$ cat config.mk
export PLATFORM = sky130hd
export DESIGN_NAME = wb_scalar_arbiter
export DESIGN_NICKNAME = d
export VERILOG_FILES = /design/src/rtl/drac_pkg.sv /design/src/rtl/wb_result_fifo.sv /design/src/rtl/wb_scalar_arbiter.sv
export SDC_FILE = /design/constraint.sdc
export NUM_CORES = 1
export LEC_CHECK = 0
export ABC_AREA = 1
export CAP_MARGIN = 40
export CELL_PAD_IN_SITES_DETAIL_PLACEMENT = 1
export CELL_PAD_IN_SITES_GLOBAL_PLACEMENT = 1
export CORE_MARGIN = 1
export CORE_UTILIZATION = 50
export DETAILED_ROUTE_END_ITERATION = 16
export DONT_BUFFER_PORTS = 1
export PLACE_DENSITY = 0.79
export SLEW_MARGIN = 20
export SYNTH_ARGS = -nofsm -noshare
export SYNTH_HDL_FRONTEND = slang
export SYNTH_SLANG_ARGS = --single-unit
$ cat constraint.sdc
create_clock -name clk_i -period 8.2 [get_ports clk_i]
set_input_delay 1.23 -clock clk_i [delete_from_list [all_inputs] [get_ports clk_i]]
set_output_delay 1.23 -clock clk_i [all_outputs]
set_load 0.01 [all_outputs]
$ cat src/rtl/drac_pkg.sv
// Shared types for the exe->writeback scalar path.
// Latency: n/a (types and defaults only).
// Backpressure: n/a.
package drac_pkg;

  // Default sizing of the writeback arbiter.
  localparam int unsigned WB_SLOW_FIFO_DEPTH = 4;
  localparam int unsigned WB_STARVE_LIMIT    = 8;

  // One scalar result travelling from execute to writeback.
  typedef struct packed {
    logic        valid;     // qualifies every other field
    logic [39:0] pc;
    logic [4:0]  rd;        // architectural destination
    logic [5:0]  prd;       // physical destination
    logic        regwr;     // result is written to the register file
    logic [63:0] result;
    logic [4:0]  gl_index;  // graduation-list slot, lets rename/ROB absorb reordering
    logic        ex_valid;  // result carries an exception
    logic [3:0]  ex_cause;
  } exe_wb_scalar_instr_t;

  localparam exe_wb_scalar_instr_t EXE_WB_SCALAR_NOP = '0;

  // Source chosen for the writeback register on a given cycle.
  typedef enum logic [1:0] {
    WB_SEL_NONE   = 2'd0,
    WB_SEL_ALU    = 2'd1,
    WB_SEL_FIFO   = 2'd2,
    WB_SEL_BYPASS = 2'd3
  } wb_sel_e;

endpackage

$ cat src/rtl/wb_result_fifo.sv
// In-order FIFO of scalar results; pointers/count async reset, storage unreset.
// Latency: push visible at head the cycle after it is written; head is combinational.
// Backpressure: push ignored when full, pop ignored when empty; flush clears everything.
//
// Ports:
//   clk_i, rst_i       clock, asynchronous active-high reset
//   flush_i            drop every queued entry this cycle
//   push_i, push_dat_i write push_dat_i at tail
//   pop_i              retire the head entry
//   head_o             entry at head (meaningless when empty_o)
//   count_o            occupancy 0..DEPTH
//   full_o, empty_o    occupancy flags
module wb_result_fifo
  import drac_pkg::*;
#(
  parameter int unsigned DEPTH = WB_SLOW_FIFO_DEPTH
) (
  input  logic                       clk_i,
  input  logic                       rst_i,
  input  logic                       flush_i,
  input  logic                       push_i,
  input  exe_wb_scalar_instr_t       push_dat_i,
  input  logic                       pop_i,
  output exe_wb_scalar_instr_t       head_o,
  output logic [$clog2(DEPTH):0]     count_o,
  output logic                       full_o,
  output logic                       empty_o
);

  localparam int unsigned PTR_W = $clog2(DEPTH);
  localparam int unsigned CNT_W = PTR_W + 1;
  localparam logic [CNT_W-1:0] DEPTH_CNT = CNT_W'(DEPTH);

  exe_wb_scalar_instr_t mem_q [DEPTH];

  logic [PTR_W-1:0] head_q, head_d;
  logic [PTR_W-1:0] tail_q, tail_d;
  logic [CNT_W-1:0] count_q, count_d;

  logic push_en;
  logic pop_en;

  assign full_o  = (count_q == DEPTH_CNT);
  assign empty_o = (count_q == '0);

  // Guard the pointers against misuse; a flush wins over both.
  assign push_en = push_i & ~full_o & ~flush_i;
  assign pop_en  = pop_i & ~empty_o & ~flush_i;

  always_comb begin
    head_d  = head_q;
    tail_d  = tail_q;
    count_d = count_q;
    if (flush_i) begin
      head_d  = '0;
      tail_d  = '0;
      count_d = '0;
    end else begin
      // DEPTH is a power of two, so pointer overflow is the modulo wrap.
      if (push_en) tail_d = tail_q + PTR_W'(1);
      if (pop_en)  head_d = head_q + PTR_W'(1);
      unique case ({push_en, pop_en})
        2'b10:   count_d = count_q + CNT_W'(1);
        2'b01:   count_d = count_q - CNT_W'(1);
        default: count_d = count_q;
      endcase
    end
  end

  always_ff @(posedge clk_i or posedge rst_i) begin
    if (rst_i) begin
      head_q  <= '0;
      tail_q  <= '0;
      count_q <= '0;
    end else begin
      head_q  <= head_d;
      tail_q  <= tail_d;
      count_q <= count_d;
    end
  end

  always_ff @(posedge clk_i) begin
    if (push_en) mem_q[tail_q] <= push_dat_i;
  end

  assign head_o  = mem_q[head_q];
  assign count_o = count_q;

  a_count_in_range: assert property (@(posedge clk_i) disable iff (rst_i)
    count_q <= DEPTH_CNT);

endmodule

$ cat src/rtl/wb_scalar_arbiter.sv
// Merges ALU and long-latency scalar results onto one registered writeback port.
// Latency: 1 cycle for ALU and for slow bypass; queued slow results leave on the first ALU-idle cycle.
// Backpressure: ALU never stalls; slow channel uses slow_ready_o (FIFO not full, no flush); alu_hold_o advises issue.
//
// Ports:
//   clk_i, rst_i   clock, asynchronous active-high reset
//   flush_i        kill queued results and this cycle's inputs
//   alu_instr_i    single-cycle result, always accepted
//   slow_instr_i   mul/div result, transferred when valid & slow_ready_o
//   slow_ready_o   slow channel can accept this cycle
//   wb_instr_o     registered writeback result
//   alu_hold_o     registered advisory: queued results are starving
//   fifo_count_o   slow FIFO occupancy
module wb_scalar_arbiter
  import drac_pkg::*;
#(
  parameter int unsigned DEPTH        = WB_SLOW_FIFO_DEPTH,
  parameter int unsigned STARVE_LIMIT = WB_STARVE_LIMIT
) (
  input  logic                   clk_i,
  input  logic                   rst_i,
  input  logic                   flush_i,
  input  exe_wb_scalar_instr_t   alu_instr_i,
  input  exe_wb_scalar_instr_t   slow_instr_i,
  output logic                   slow_ready_o,
  output exe_wb_scalar_instr_t   wb_instr_o,
  output logic                   alu_hold_o,
  output logic [$clog2(DEPTH):0] fifo_count_o
);

  localparam int unsigned STARVE_W = (STARVE_LIMIT > 1) ? $clog2(STARVE_LIMIT) : 1;
  localparam logic [STARVE_W-1:0] STARVE_MAX = STARVE_W'(STARVE_LIMIT - 1);

  exe_wb_scalar_instr_t   fifo_head;
  logic [$clog2(DEPTH):0] fifo_count;
  logic                   fifo_full;
  logic                   fifo_empty;

  logic                   slow_xfer;
  logic                   fifo_push;
  logic                   fifo_pop;
  wb_sel_e                sel;

  exe_wb_scalar_instr_t   wb_q, wb_d;
  logic [STARVE_W-1:0]    starve_q, starve_d;
  logic                   hold_q, hold_d;

  // No credit is given for a same-cycle pop: a full FIFO refuses even if it drains now.
  assign slow_ready_o = ~fifo_full & ~flush_i;
  assign slow_xfer    = slow_instr_i.valid & slow_ready_o;

  // Source priority: flush, ALU, queued slow, bypassed slow.
  always_comb begin
    sel = WB_SEL_NONE;
    if (flush_i) begin
      sel = WB_SEL_NONE;
    end else if (alu_instr_i.valid) begin
      sel = WB_SEL_ALU;
    end else if (!fifo_empty) begin
      sel = WB_SEL_FIFO;
    end else if (slow_xfer) begin
      sel = WB_SEL_BYPASS;
    end
  end

  // A bypassed result goes straight to the output register and is not queued.
  assign fifo_pop  = (sel == WB_SEL_FIFO);
  assign fifo_push = slow_xfer & (sel != WB_SEL_BYPASS);

  always_comb begin
    wb_d = EXE_WB_SCALAR_NOP;
    unique case (sel)
      WB_SEL_ALU:    wb_d = alu_instr_i;
      WB_SEL_FIFO:   wb_d = fifo_head;
      WB_SEL_BYPASS: wb_d = slow_instr_i;
      default:       wb_d = EXE_WB_SCALAR_NOP;
    endcase
  end

  // Counts consecutive cycles where something is queued but nothing leaves.
  // It saturates at STARVE_MAX; once there, every further no-pop cycle keeps
  // the hold request asserted for the following cycle.
  always_comb begin
    starve_d = starve_q;
    if (flush_i || fifo_pop || fifo_empty) begin
      starve_d = '0;
    end else if (starve_q != STARVE_MAX) begin
      starve_d = starve_q + STARVE_W'(1);
    end
    hold_d = ~flush_i & ~fifo_pop & ~fifo_empty & (starve_q == STARVE_MAX);
  end

  always_ff @(posedge clk_i or posedge rst_i) begin
    if (rst_i) begin
      wb_q     <= EXE_WB_SCALAR_NOP;
      starve_q <= '0;
      hold_q   <= 1'b0;
    end else begin
      wb_q     <= wb_d;
      starve_q <= starve_d;
      hold_q   <= hold_d;
    end
  end

  wb_result_fifo #(
    .DEPTH (DEPTH)
  ) u_slow_fifo (
    .clk_i      (clk_i),
    .rst_i      (rst_i),
    .flush_i    (flush_i),
    .push_i     (fifo_push),
    .push_dat_i (slow_instr_i),
    .pop_i      (fifo_pop),
    .head_o     (fifo_head),
    .count_o    (fifo_count),
    .full_o     (fifo_full),
    .empty_o    (fifo_empty)
  );

  assign wb_instr_o   = wb_q;
  assign alu_hold_o   = hold_q;
  assign fifo_count_o = fifo_count;

  a_no_push_when_full: assert property (@(posedge clk_i) disable iff (rst_i)
    fifo_push |-> !fifo_full);
  a_no_pop_when_empty: assert property (@(posedge clk_i) disable iff (rst_i)
    fifo_pop |-> !fifo_empty);

endmodule

# --- Word level (Yosys, flattened, before mapping) ---
# Memory sizes are Yosys's and may differ from the RTL's.
# Index checks and enable logic that the tools add are counted.
op_classes:
  addsub: 5
  n_eq_ne: 9
  mux: 15
  bitwise_logic: 14
  reduce_logical: 7
ops:
  columns: ["operator", "n"]
  rows:
  - ["$pmux 127 s3", 1]
  - ["$mux 2", 8]
  - ["$and 1x1->1", 10]
  - ["$mux 3", 3]
  - ["$add 3x1->3 const B", 2]
  - ["$eq 2x2->1 const B", 3]
  - ["$eq 3x3->1 const B", 2]
  - ["$pmux 3 s2", 1]
  - ["$reduce_bool 2->1", 3]
  - ["$add 2x1->2 const B", 2]
  - ["$eq 2x1->1 const B", 2]
  - ["$not 1->1", 4]
  - ["$logic_not 3->1", 1]
  - ["$ne 3x3->1 const B", 1]
  - ["$reduce_bool 3->1", 1]
  - ["$sub 3x1->3 const B", 1]
  - ["$logic_or 1x1->1", 2]
  - ["$mux 1", 2]
  - ["$ne 2x2->1 const B", 1]
totals:
  regBits: 138
  ram_bits: 508
  input_bits: 257
  output_inout_bits: 132
  word_cells: 65
  memories: 1
mem_list:
  columns: ["name", "words", "word_bits", "rd", "rd_ports_with_merged_regs", "wr", "line_no", "text"]
  rows:
  - ["u_slow_fifo.mem_q", 4, 127, 1, 0, 1, "wb_result_fifo.sv:34", "exe_wb_scalar_instr_t mem_q [DEPTH];"]

# --- Depth between registers and ports, before layout ---
# Gate-level depths: netlist (run 1).
logic_depth:
  ltp_word: 15
  ltp_mapped: 13
  mapped_depth_nobuf: 13

# --- Cells and area by module ---
# From an unflattened synthesis (run 1), not the netlist that was laid out.
hier_totals:
  cells_unflattened: 2269
  area_unflattened_um2: 26168.8
modules_own_cells:
  columns: ["module", "instances", "cells_each", "area_each_um2", "seq_area_each_um2"]
  rows:
  - ["wb_result_fifo", 1, 1295, 19299.8, 15429.8]
  - ["wb_scalar_arbiter", 1, 974, 6869.1, 3278.1]

# --- Worst setup path after synthesis (run 1) ---
# OpenSTA, ideal clock, no wires.
synth_timing:
  path_type: "input -> register"
  start: "input port flush_i"
  end: "memory u_slow_fifo.mem_q[0][0] (netlist bit), enable pin"
  setup_time_ps: 615
  arrival_time_ps: 6970
  t_required_ps: 7585
  slack_ps: 615
  cell_stages: 5
  n_path_buf: 0
  path_cell_list: "inv_2 -> nand2_1 -> nor2_2 -> o21ai_0 -> nor2_1"
synth_between:
  elab_chain_cells: 13
synth_lines:
  columns: ["element", "line_no", "text"]
  rows:
  - ["start, declared", "wb_scalar_arbiter.sv:22", "input logic flush_i,"]
  - ["$not 1->1", "wb_result_fifo.sv:47, wb_scalar_arbiter.sv:49", null]
  - ["$and 1x1->1", "wb_scalar_arbiter.sv:49", "assign slow_ready_o = ~fifo_full & ~flush_i;"]
  - ["$and 1x1->1", "wb_scalar_arbiter.sv:50", "assign slow_xfer = slow_instr_i.valid & slow_ready_o;"]
  - ["$mux 2", "wb_scalar_arbiter.sv:61", "end else if (slow_xfer) begin"]
  - ["$mux 2", "wb_scalar_arbiter.sv:59", "end else if (!fifo_empty) begin"]
  - ["$mux 2", "wb_scalar_arbiter.sv:57", "end else if (alu_instr_i.valid) begin"]
  - ["$mux 2", "wb_scalar_arbiter.sv:55", "if (flush_i) begin"]
  - ["$ne 2x2->1", "wb_scalar_arbiter.sv:68", "assign fifo_push = slow_xfer & (sel != WB_SEL_BYPASS);"]
  - ["$and 1x1->1", "wb_scalar_arbiter.sv:68", null]
  - ["$and 1x1->1", "wb_result_fifo.sv:47", "assign push_en = push_i & ~full_o & ~flush_i;"]
  - ["$and 1x1->1 (*)", "wb_result_fifo.sv:47", null]
  - ["$mux 1 (*)", "wb_result_fifo.sv:83", "if (push_en) mem_q[tail_q] <= push_dat_i;"]
  - ["$mux 1 (implied by the code) (*)", "wb_result_fifo.sv:83", null]
  - ["end, declared", "wb_result_fifo.sv:34", null]
# Every way passes the cells marked *; elsewhere a longest branch is shown, timed or not.

# --- Worst setup path in the final report (run 1) ---
layout_timing:
  start: "input port flush_i"
  end: "memory u_slow_fifo.mem_q[2][78] (netlist bit), enable pin"
# Same word-level chain as after synthesis.

==> flow_metrics.env, run 1 <==
export IMPL_numCtsBuffers=68
export IMPL_clk_path_buf_depth=3
export IMPL_final_antenna_net_count=0
export IMPL_syn_area_per_cell_um2=11.84
export IMPL_diodes=0
export IMPL_final_common_cell="nand2_1"
export IMPL_grt_pass1_wl_mm=103.7
export IMPL_grt_max_degree=128
export IMPL_htree_levels=3
export IMPL_die_y_um=226.2
export IMPL_reg2reg_to="u_slow_fifo.mem_q[2][78]"
export IMPL_min_path_type="reg -> reg"
export IMPL_period_share=0.3775
export IMPL_min_from="starve_q[2]"
export IMPL_area_growth_pct=11.80
export IMPL_post_cts_buffers=0
export IMPL_outcome="complete, no violations"
export IMPL_reg2reg_slack_ns=5.15
export IMPL_hold_path_depth=2
export IMPL_cts_clk_slew_worst_paths_ns=0.06
export IMPL_io_pins=389
export IMPL_wl_per_cell_um=24.49
export IMPL_tritoncts="built"
export IMPL_place_ws_ns=4.261
export IMPL_antenna_found_initial=2
export IMPL_gp_congestion=0.7719
export IMPL_die_area_um2=51160
export IMPL_irDropWorstVdd_mv=0.1962
export IMPL_ys_flop_type="edfxtp_1"
export IMPL_detail_route_vias_per_cell=5.858
export IMPL_die_w_um=226.2
export IMPL_rsz0062_at_grt="no"
export IMPL_fmax_ghz=0.3230
export IMPL_cts_sinks=646
export IMPL_netlist_area_um2=25130
export IMPL_setup_tns_ns=0
export IMPL_r2r_start="u_slow_fifo.count_o[0]"
export IMPL_core_area_um2=49250
export IMPL_synth_cell_types=24
export IMPL_clock_latency_ns=0.62
export IMPL_nets=2363
export IMPL_ys_seq_elements=646
export IMPL_synth_edff_count=508
export IMPL_portBuffers=0
export IMPL_syn_nets=2387
export IMPL_grt_ovfl_total=0
export IMPL_crit_start="flush_i"
export IMPL_layout_common_cells="773 x nand2_1, 512 x nand3_1, 508 x edfxtp_1"
export IMPL_drt_total_wl_mm=69.03
export IMPL_layout_min_cycle_time_ns=3.096
export IMPL_worstMarginPinSlew_ns=0.8803
export IMPL_cp_start_kind="primary input"
export IMPL_fp_row_count=81
export IMPL_critPathMaxFanout=41
export IMPL_finalMaxSlewViolations=0
export IMPL_cts_root_buf="clkbuf_16"
export IMPL_final_hold_violation_count=0
export IMPL_maxSlewHeadroom=0.4131
export IMPL_synthArstFlopShare=0.2136
export IMPL_cap_viol_max_count=0
export IMPL_setup_viol_count_final=0
export IMPL_timing_final_ws_setup_ns=5.104
export IMPL_fin_skew_ns=0.02976
export IMPL_cts_hold_buf=0
export IMPL_powerDensity_nw_per_um2=252.7
export IMPL_critPathCapture="u_slow_fifo.mem_q[2][78]"
export IMPL_r2r_cells=11
export IMPL_synth_area_leaders="edfxtp_1 61%, dfrtp_1 14%, nand2_1 12%"
export IMPL_worst_setup_path_type="in -> reg"
export IMPL_synth_warnings=0
export IMPL_drive_above_1_share=0.07100
export IMPL_cts_resized=0
export IMPL_power_leakage_nw=10.57
export IMPL_synth_top_area_cell="edfxtp_1"
export IMPL_dr_first_iter_drc_count=1116
export IMPL_start_util=0.5102
export IMPL_yosys_area_top_type_share=0.6070
export IMPL_grt_pass1_vias=17900
export IMPL_vias=16510
export IMPL_syn_inst=2123
export IMPL_cp_end_kind="flip-flop"
export IMPL_dr_pass1_iters=5
export IMPL_place_hpwl_mm=41.37
export IMPL_drc=0
export IMPL_seq_area_frac_synth=0.7444
export IMPL_required_ns=8.47
export IMPL_track_usage=0.2714
export IMPL_worstPathArrival_ns=3.37
cells in the mapped netlist (2+ instances only):
library cell,instances
a21oi_1,5
a31oi_1,2
buf_1,7
buf_2,42
buf_6,4
clkbuf_1,72
dfrtp_1,138
edfxtp_1,508
ha_1,6
inv_1,18
nand2_1,773
nand2_2,11
nand3_1,512
nor2_1,10
nor2_2,2
o21ai_0,5
how the worst min path moves through the flow:
| stage | end | slack [ns] |
|---|---|---|
| 6_report | starve_q[2] | 0.58 |
| 5_1_grt | starve_q[2] | 0.61 |
| 4_1_cts | starve_q[2] | 0.58 |
| 3_5_place_dp | starve_q[2] | 0.55 |
| 3_3_place_gp | starve_q[2] | 0.52 |
| 2_1_floorplan | starve_q[1] | 0.51 |
final cells by class:
| class | count | area, µm² |
|---|---|---|
| clock buffers | 93 | 1919 |
| clock inverters | 33 | 232.7 |
| fillers | 4987 | 21160 |
| inverters | 19 | 86.33 |
| multi-input cells | 1332 | 5829 |
| flip-flops and latches | 646 | 18720 |
| well taps | 664 | 830.8 |
| repair buffers | 32 | 483.0 |
power by group:
group / total, mW / internal [mW] / leakage [nW] / switching [mW]
combinational: 0.369 / 0.101 / 3.10 / 0.268
sequential: 3.75 / 3.66 / 6.41 / 0.0904
clock: 2.98 / 1.71 / 1.06 / 1.27
total: 7.10 / 5.48 / 10.6 / 1.63
logic make-up (layout without fill, tap and decap cells):
logic type	Yosys count	in the layout	share of synthesized area
flops	646	646	0.7444
fa+ha+maj	7	7	0.003784
compound gates	13	13	0.002838
simple gates	1310	1310	0.2229
xor+xnor	2	2	0.0006972
buf+inv	145	177	0.02539
state kept, by name, indices dropped and copies added (netlist names):
signal	cells
alu_hold_o	1
starve_q	3
u_slow_fifo.count_o	3
u_slow_fifo.head_q	2
u_slow_fifo.mem_q	508
u_slow_fifo.tail_q	2
wb_instr_o	127
critical path, cell delays in order:
cell and delay [ns]:
inv_2 0.11, nand2_1 0.10, nor2_2 0.11, o21ai_0 0.10, buf_4 0.18, nor2_4 0.08, buf_4 0.29, buf_16 0.28
buf_4 0.52, buf_16 0.31
metrics by stage:
stage	cells	util	power [mW]	instance area [µm²]	hold slack, ns
finish	2819	0.5704	7.101	28100	0.5805
global route	2819	0.5704	7.298	28100	0.6082
CTS	2817	0.5693	7.158	28040	0.5813
detailed placement	2691	0.5256	4.192	25890	0.5520
global placement	2681	0.5205	4.155	25640	0.5245
floorplan	2123	-	4.060	25130	0.5150
layer usage:
| metal | GRT usage | part of all wire | up-vias | routed length (µm) |
|---|---|---|---|---|
| li1 | - | - | 7316 | - |
| met1 | 0.3202 | 0.39 | 8524 | 26780 |
| met2 | 0.4802 | 0.52 | 533 | 36050 |
| met3 | 0.05803 | 0.058 | 136 | 3972 |
| met4 | 0.1101 | 0.032 | 4 | 2200 |
| met5 | 0 | 0.00049 | - | 34 |
No activity file was read; power rests on OpenSTA's default activity.
==> run 2, diff against run 1 <==
--- a/config.mk
+++ b/config.mk
@@ -10,10 +10,10 @@
 export CELL_PAD_IN_SITES_DETAIL_PLACEMENT = 1
 export CELL_PAD_IN_SITES_GLOBAL_PLACEMENT = 1
 export CORE_MARGIN = 1
-export CORE_UTILIZATION = 50
+export CORE_UTILIZATION = 45
 export DETAILED_ROUTE_END_ITERATION = 16
 export DONT_BUFFER_PORTS = 1
-export PLACE_DENSITY = 0.79
+export PLACE_DENSITY = 0.75
 export SLEW_MARGIN = 20
 export SYNTH_ARGS = -nofsm -noshare
 export SYNTH_HDL_FRONTEND = slang
==> constraint.sdc (replaced) <==
create_clock -name clk_i -period 2.7 [get_ports clk_i]
set_input_delay 0.405 -clock clk_i [delete_from_list [all_inputs] [get_ports clk_i]]
set_output_delay 0.405 -clock clk_i [all_outputs]
set_load 0.01 [all_outputs]
==> run 2 against run 1 <==
  * Global-route usage is 0.42 points lower
  * Sequential power grew to 3.0 times the previous value
  * Clock skew is 0.0090 ns lower
  * Setup slack worse by 4.7 ns
  * Total power grew to 3.2 times the previous value
  * Critical path depth is 3 lower
  * Die area is 11% higher
  * Via count is 7.9% higher
  * Wire length is 11% higher
  * Clock power grew to 3.3 times the previous value
  * Register-to-register slack worse by 4.7 ns
  * Largest power group unchanged
  * Combinational power grew to 4.4 times the previous value
==> flow_metrics.env, run 2 (synthesized netlist as in run 1, its figures left out) <==
export IMPL_cp_end_kind="flip-flop"
export IMPL_fp_row_count=86
export IMPL_critical_path_top_delay_family="simple AND/OR/NAND/NOR gates"
export IMPL_fmax_ghz=0.4419
export IMPL_cp_start_kind="flip-flop"
export IMPL_detail_route_vias_per_cell=5.593
export IMPL_cts_clk_slew_worst_paths_ns=0.06
export IMPL_drive_above_1_share=0.07326
export IMPL_top_register="u_slow_fifo.mem_q"
export IMPL_final_antenna_net_count=0
export IMPL_dr_pass1_iters=5
export IMPL_cts_sinks=646
export IMPL_htree_levels=3
export IMPL_powerDensity_nw_per_um2=734.2
export IMPL_track_usage=0.2671
export IMPL_path_cells="nor2_4, nand2_2, nand2_2, nor2_4, o21ai_4, nor2_4, buf_4"
export IMPL_cp_slowest_stage_delay_ns=0.62
export IMPL_io_pins=389
export IMPL_dpl_cell_count=2783
export IMPL_layout_common_cells="772 x nand2_1, 512 x nand3_1, 508 x edfxtp_1"
export IMPL_cts_hold_buf=252
export IMPL_required_ns=2.99
export IMPL_irDropWorstVdd_mv=0.6036
export IMPL_post_cts_buffers=0
export IMPL_critPathMaxFanout=11
export IMPL_grt_max_degree=131
export IMPL_wl_per_cell_um=24.00
export IMPL_nets=2624
export IMPL_place_area_um2=26170
export IMPL_clock_latency_ns=0.61
export IMPL_hold_slack_ns=0.03693
export IMPL_tritoncts="built"
export IMPL_min_path_type="in -> reg"
export IMPL_layout_min_cycle_time_ns=2.263
export IMPL_vias=17820
export IMPL_stdcell_area_um2=31130
export IMPL_grt_pass1_wl_mm=114.6
export IMPL_die_area_um2=56790
export IMPL_finalNonFillerCells=3185
export IMPL_period_share=0.8382
export IMPL_drt_total_wl_mm=76.45
export IMPL_numCtsBuffers=70
export IMPL_cp_slowest_cell="nor2_4"
export IMPL_setup_viol_count_final=0
export IMPL_worstMarginPinSlew_ns=0.7944
export IMPL_clk_path_buf_depth=3
export IMPL_final_common_cell="nand2_1"
export IMPL_p_total_mw=22.85
export IMPL_drc=0
export IMPL_finalMaxSlewViolations=0
export IMPL_rsz0062_at_grt="no"
export IMPL_grt_pass1_vias=19670
export IMPL_place_hpwl_mm=39.65
export IMPL_dr_first_iter_drc_count=1221
export IMPL_cpMostUsedCell="nor2_4"
export IMPL_power_leakage_nw=11.76
export IMPL_nFillCells=5561
export IMPL_gp_congestion=0.7578
export IMPL_fin_skew_ns=0.02077
export IMPL_final_hold_violation_count=0
export IMPL_area_growth_pct=23.87
export IMPL_maxSlewHeadroom=0.4704
export IMPL_largest_reg_flops=508
export IMPL_utilization=0.5650
export IMPL_cap_viol_max_count=0
export IMPL_portBuffers=0
export IMPL_grt_ovfl_total=0
export IMPL_worstPathArrival_ns=2.55
export IMPL_outcome="complete, no violations"
export IMPL_start_util=0.4561
export IMPL_antenna_found_initial=20
export IMPL_crit_buf_inv=1
export IMPL_cts_resized=0
export IMPL_core_area_um2=55090
export IMPL_die_y_um=238.3
export IMPL_die_w_um=238.3
export IMPL_worst_setup_path_type="reg -> reg"
export IMPL_cts_root_buf="clkbuf_16"
run 2: cell count changes in the layout (fill, tap and decap cells not counted), moves of 3 or more:
cell	delta
buf_4	-3
buf_12	+18
diode_2	+21
clkinvlp_4	+3
clkbuf_16	+5
clkinv_1	-9
bufinv_16	+3
dlygate4sd3_1	+252
clkinv_4	+3
buf_16	-8
run 2: area by class of cell:
| class | count | area, µm² | area share |
|---|---|---|---|
| sequential | 646 | 18720 | 0.6013 |
| multi-input combinational | 1332 | 5853 | 0.1880 |
| timing repair buffer | 291 | 3123 | 0.1003 |
| clock buffer | 97 | 2051 | 0.06588 |
| tap | 748 | 935.9 | 0.03007 |
| clock inverter | 31 | 310.3 | 0.009968 |
| inverter | 19 | 85.08 | 0.002733 |
| antenna | 21 | 52.55 | 0.001688 |
run 2: worst paths after layout:
kind                                   startpoint                        to  slack [ns]  cells after the start
setup / recovery           u_slow_fifo.count_o[0]  u_slow_fifo.mem_q[2][92]        0.44                      7
hold / removal                            flush_i    u_slow_fifo.count_o[0]        0.04                      3
setup reg to reg           u_slow_fifo.count_o[0]  u_slow_fifo.mem_q[2][92]        0.44                      7
hold reg to reg                       starve_q[2]               starve_q[2]        0.56                      2
max in group asynchronous                   rst_i     u_slow_fifo.head_q[1]        1.72                      3
min in group asynchronous                   rst_i            wb_instr_o[12]        0.36                      3
run 2: worst min-delay path, stage by stage:
cell and delay, ns:
a31oi_1 0.06, nand3_1 0.08, nand2_1 0.05
run 2: where the power goes:
group | switching, mW | internal (mW) | total (mW)
Clock | 4.00 | 5.82 | 9.82
Combinational | 1.08 | 0.566 | 1.64
Sequential | 0.267 | 11.1 | 11.4
Total | 5.35 | 17.5 | 22.9
run 2: through the flow:
step / TNS (ns) / setup WS [ns]
2_1_floorplan: -254.92 / -0.5169
3_3_place_gp: 0 / 0.5373
3_5_place_dp: 0 / 0.4503
4_1_cts: 0 / 0.4267
5_1_grt: 0 / 0.3291
6_report: 0 / 0.4369
run 2: routing by layer:
metal	vias up	global-route usage	share of wire
met5	-	0	0.00063
met4	8	0.1340	0.038
met3	189	0.05391	0.060
met2	674	0.4622	0.52
met1	9080	0.3167	0.38
li1	7864	-	-
